File: src/rtl/pipeline_ctrl.sv
`default_nettype none
// +--------------------------------------------------------------------------+
// | pipeline_ctrl: hazard/sequencing control for the 5-stage MIPS pipeline   |
// | Rev 1.0 - initial release                                                |
// +--------------------------------------------------------------------------+
module pipeline_ctrl #(
  parameter int CNTW = 16
) (
  input  logic            CLK,
  input  logic            RST,
  input  logic            ihit,
  input  logic            dhit,
  input  logic [4:0]      ifid_rs,
  input  logic [4:0]      ifid_rt,
  input  logic            idex_dren,
  input  logic [4:0]      idex_rt,
  input  logic            ex_redirect,
  input  logic            exmem_dren,
  input  logic            exmem_dwen,
  input  logic            exmem_halt,
  output logic            pc_en,
  output logic            ifid_en,
  output logic            idex_en,
  output logic            exmem_en,
  output logic            memwb_en,
  output logic            ifid_flush,
  output logic            idex_flush,
  output logic            exmem_flush,
  output logic            halt,
  output logic [CNTW-1:0] stall_cnt
);

  localparam logic [1:0] c_RUN    = 2'd0;
  localparam logic [1:0] c_DWAIT  = 2'd1;
  localparam logic [1:0] c_DRAIN  = 2'd2;
  localparam logic [1:0] c_HALTED = 2'd3;

  localparam logic [CNTW-1:0] c_CNT_MAX = {CNTW{1'b1}};

  logic [1:0]      r_state;
  logic [1:0]      w_next_state;
  logic            r_halt;
  logic [CNTW-1:0] r_stall_cnt;
  logic            w_dmiss;
  logic            w_load_use;
  logic            w_frozen;
  logic            w_stall_cyc;

  assign w_dmiss    = (exmem_dren | exmem_dwen) & ~dhit;
  assign w_load_use = idex_dren & (idex_rt != 5'd0) &
                      ((idex_rt == ifid_rs) | (idex_rt == ifid_rt));
  // DWAIT holds everything (including a pending redirect) until the data returns
  assign w_frozen   = (r_state == c_DWAIT) & ~dhit;

  always_ff @(posedge CLK) begin
    if (RST) begin
      r_state <= c_RUN;
      r_halt  <= 1'b0;
    end else begin
      r_state <= w_next_state;
      if (r_state == c_DRAIN) begin
        r_halt <= 1'b1;
      end
    end
  end

  always_comb begin
    w_next_state = r_state;
    case (r_state)
      c_RUN, c_DWAIT: begin
        if (!w_frozen) begin
          if (exmem_halt) begin
            w_next_state = c_DRAIN;
          end else if (w_dmiss) begin
            w_next_state = c_DWAIT;
          end else begin
            w_next_state = c_RUN;
          end
        end
      end
      c_DRAIN:  w_next_state = c_HALTED;
      c_HALTED: w_next_state = c_HALTED;
      default:  w_next_state = c_RUN;
    endcase
  end

  // A flushed latch is still enabled so it loads the bubble on the next edge
  always_comb begin
    pc_en       = 1'b0;
    ifid_en     = 1'b0;
    idex_en     = 1'b0;
    exmem_en    = 1'b0;
    memwb_en    = 1'b0;
    ifid_flush  = 1'b0;
    idex_flush  = 1'b0;
    exmem_flush = 1'b0;
    if (RST) begin
      ifid_flush  = 1'b1;
      idex_flush  = 1'b1;
      exmem_flush = 1'b1;
    end else begin
      case (r_state)
        c_RUN, c_DWAIT: begin
          if (!w_frozen) begin
            if (exmem_halt) begin
              ifid_en     = 1'b1;
              idex_en     = 1'b1;
              exmem_en    = 1'b1;
              memwb_en    = 1'b1;
              ifid_flush  = 1'b1;
              idex_flush  = 1'b1;
              exmem_flush = 1'b1;
            end else if (!w_dmiss) begin
              idex_en  = 1'b1;
              exmem_en = 1'b1;
              memwb_en = 1'b1;
              if (ex_redirect) begin
                pc_en      = 1'b1;
                ifid_en    = 1'b1;
                ifid_flush = 1'b1;
                idex_flush = 1'b1;
              end else if (w_load_use) begin
                idex_flush = 1'b1;
              end else if (!ihit) begin
                ifid_en    = 1'b1;
                ifid_flush = 1'b1;
              end else begin
                pc_en   = 1'b1;
                ifid_en = 1'b1;
              end
            end
          end
        end
        c_DRAIN: begin
          memwb_en = 1'b1;
        end
        default: begin
        end
      endcase
    end
  end

  assign w_stall_cyc = ~pc_en & ((r_state == c_RUN) | (r_state == c_DWAIT));

  always_ff @(posedge CLK) begin
    if (RST) begin
      r_stall_cnt <= '0;
    end else if (w_stall_cyc && (r_stall_cnt != c_CNT_MAX)) begin
      r_stall_cnt <= r_stall_cnt + 1'b1;
    end
  end

  assign halt      = r_halt;
  assign stall_cnt = r_stall_cnt;

endmodule
`default_nettype wire

File: config.mk
export PLATFORM = sky130hd
export DESIGN_NAME = pipeline_ctrl
export DESIGN_NICKNAME = d
export VERILOG_FILES = /design/src/rtl/pipeline_ctrl.sv
export SDC_FILE = /design/constraint.sdc
export NUM_CORES = 1
export LEC_CHECK = 0
export ABC_AREA = 0
export CAP_MARGIN = 10
export CORE_UTILIZATION = 44
export DETAILED_ROUTE_END_ITERATION = 10
export GPL_TIMING_DRIVEN = 0
export PLACE_DENSITY = 0.91
export REMOVE_ABC_BUFFERS = 1
export SLEW_MARGIN = 20
export SYNTH_ARGS = -nofsm -noshare
export SYNTH_HDL_FRONTEND = slang
export SYNTH_SLANG_ARGS = --single-unit
File: constraint.sdc
create_clock -name CLK -period 2.42 [get_ports CLK]
set_input_delay 0.242 -clock CLK [delete_from_list [all_inputs] [get_ports CLK]]
set_output_delay 0.242 -clock CLK [all_outputs]
set_load 0.02 [all_outputs]
==> results <==
==> power breakdown <==
group	internal, mW	leakage (nW)	switching [mW]
Sequential	0.321	0.154	0.00975
Clock	0.0643	0.0150	0.101
Combinational	0.0917	0.484	0.0979
Total	0.478	0.653	0.209
==> worst paths after layout <==
path                    to  slack (ps)  depth (start not counted)          from
max reg2reg   stall_cnt[5]         270                          6  stall_cnt[0]
min reg2reg           halt         460                          2          halt
min                   halt         460                          2          halt
max          stall_cnt[11]         100                          6           RST
==> stage by stage <==
| step | total power [mW] | TNS (ps) | worst slack, ps | utilization [%] | hold slack, ps |
|---|---|---|---|---|---|
| after detailed placement | 0.521 | -13690 | -882 | 62.8 | 446 |
| after global routing | 0.718 | 0 | 3.83 | 65.2 | 519 |
| after global placement | 0.512 | -10610 | -714 | 62.8 | 438 |
| after floorplan | 0.421 | 0 | 183 | - | 304 |
| final | 0.686 | 0 | 100 | 65.2 | 460 |
| after CTS | 0.685 | 0 | 10.2 | 64.1 | 464 |
==> logic make-up after synthesis <==
family | Yosys count | synth area share, %
muxes | 3 | 3.53
xor gates and xnor gates | 10 | 6.86
DFF | 19 | 29.8
buffers and inverters | 14 | 6.47
adders and majority gates | 1 | 0.980
and+or+nand+nor | 61 | 30.3
AOI/OAI and AO/OA | 40 | 22.1
==> cell type report <==
type	instances	area, sq um
Clock buffer	4	26.3
Fill cell	221	958
Inverter	5	18.8
Multi-Input combinational cell	117	863
Sequential cell	19	380
Tap cell	31	38.8
Timing Repair Buffer	48	472
==> repair_timing <==
action,in CTS,in global routing
endpoints found under the hold margin,0,0
setup endpoints to repair,21,14
resized for setup,19,5
pin swaps,2,2
gates cloned,1,1
==> state kept, by name, summed over array words and instances, names as in the netlist <==
signal	cells
halt	1
r_state	2
stall_cnt	16
==> cells in the final DEF (no fill, tap or decap), types with 2 or more instances in the layout <==
master and count:
o31ai_1 8, dlygate4sd2_1 4, a21oi_2 2, nor2b_1 4
nand2_1 8, nand4_1 2, and3_1 2, nor4_1 3
dfxtp_1 19, inv_1 5, or4b_1 2, a21oi_1 12
o21ai_0 2, mux2_4 3, a22oi_2 2, o21ba_1 2
nor3_1 4, nor4_2 2, nor2_1 11, clkdlybuf4s50_1 39
dlymetal6s2s_1 2, nand3_1 6, o21a_1 3, or4_1 8
o21bai_1 2, buf_2 2, clkbuf_4 3, xnor2_1 10
==> worst max-delay path, cell delays in order <==
cell and delay [ps]:
dlygate4sd2_1 890, nor3_1 110, o221ai_1 220, a22oi_2 330, nor4_1 390, mux2_4 330
==> routing by layer <==
layer  vias to the layer above  share of wire (%)  global-route usage, %
li1                        654                  -                      -
met1                       643                 38                   22.4
met2                        75                 51                   41.7
met3                        16                7.5                   5.58
met4                         0                3.9                   10.1
met5                         -                  0                      0
==> out/qor.txt <==
Die H = 55.9 microns
Post-synth top flop = dfxtp_1
Post-synth top cells = dfxtp_1, a21oi_1, nor2_1
H-tree Lvls = 1
Via/cell ratio = 6.20
Post-Synthesis Cell Area = 1280 sq um
Number of synthesized flops with an enable pin = 0
Hold Fails Final Rpt = 0
Max IR drop VDD = 0.000354 V
PD cells = 382 nW/um^2
Unrepaired setup endpoints after global routing = no
Final GP Congestion = 0.756
Final setup fails = 0
Clock Latency Late Sink = 300 ps
IO Count = 49
Worst setup EP type = flop
Worst path required time = 2620 ps
Grt total ovfl = 0
Final Max Tran Viols = 0
Layout cells sized above 1 = 13.0%
Share of the synthesized area in the top cell type = 29.8%
Outcome = complete, no violations
Max_slew headroom = 30.4%
Die area = 3120 sq um
Gr usage total = 22.0%
Post-synth cell types = 44
Largest net degree at the start of global routing = 30
Wire per inst = 16.1 microns
Detailed Routing Iterations Pass 1 = 5
Starting Density = 46.3%
Vias in the first global route = 1330
Clock sink count = 19
Final Instance Area = 1800 sq um
CP max FO = 29
Worst Tran Pin Value = 1040 ps
Post-CTS Setup Inserts = 0
Worst EP arrival = 2520 ps
Final Critical Period = 2320 ps
# placed instances = 218
F_max = 0.431 GHz
Final ANT Viol Nets = 0
Global-route wire length before repair = 5.51 mm
Clock skew = 2.39 ps
Synthesized flop and latch total = 19
Maximum clock path buffer count = 2
Pleak = 0.653 nW
Largest cells by area after synthesis = dfxtp_1, xnor2_1, or4_1
Antenna cells = 0
DRC = 0
Clock Root Buffer = clkbuf_4
Area Growth Syn to Fin = 41.0%
CTS tree = built
Hpwl dp = 2.41 mm
Floorplan row count = 19
Finished Layout Cells = 224
Synth Warn # = 0
Core area = 2760 sq um
Clk slew on worst S/H paths = 110 ps
Period utilization = 95.9%
Die X = 55.9 microns
Avg Synthesized Cell Area = 8.62 sq um
Seq/Total Area, Yosys = 29.8%
Fin nets = 219
Via count = 1388
CP Launch Type = input pin
Cell type with the largest total area after synthesis = dfxtp_1
Detailed Route WL = 3.61 mm
CP Class = in2reg
Max-Cap Viols = 0
Dpl cell area = 1730 sq um
# hold bufs at CTS = 0
DR iter-0 viols = 44
Asr flop ratio synth = 0%
Port-buffer cells = 48
Initial antenna violation count = 0
Inserted Clock Buffers = 3
Hold crit path type = reg2reg
Most common cell in the netlist = dfxtp_1
Cell count after synthesis = 148
(Power assumes the default switching activity.)
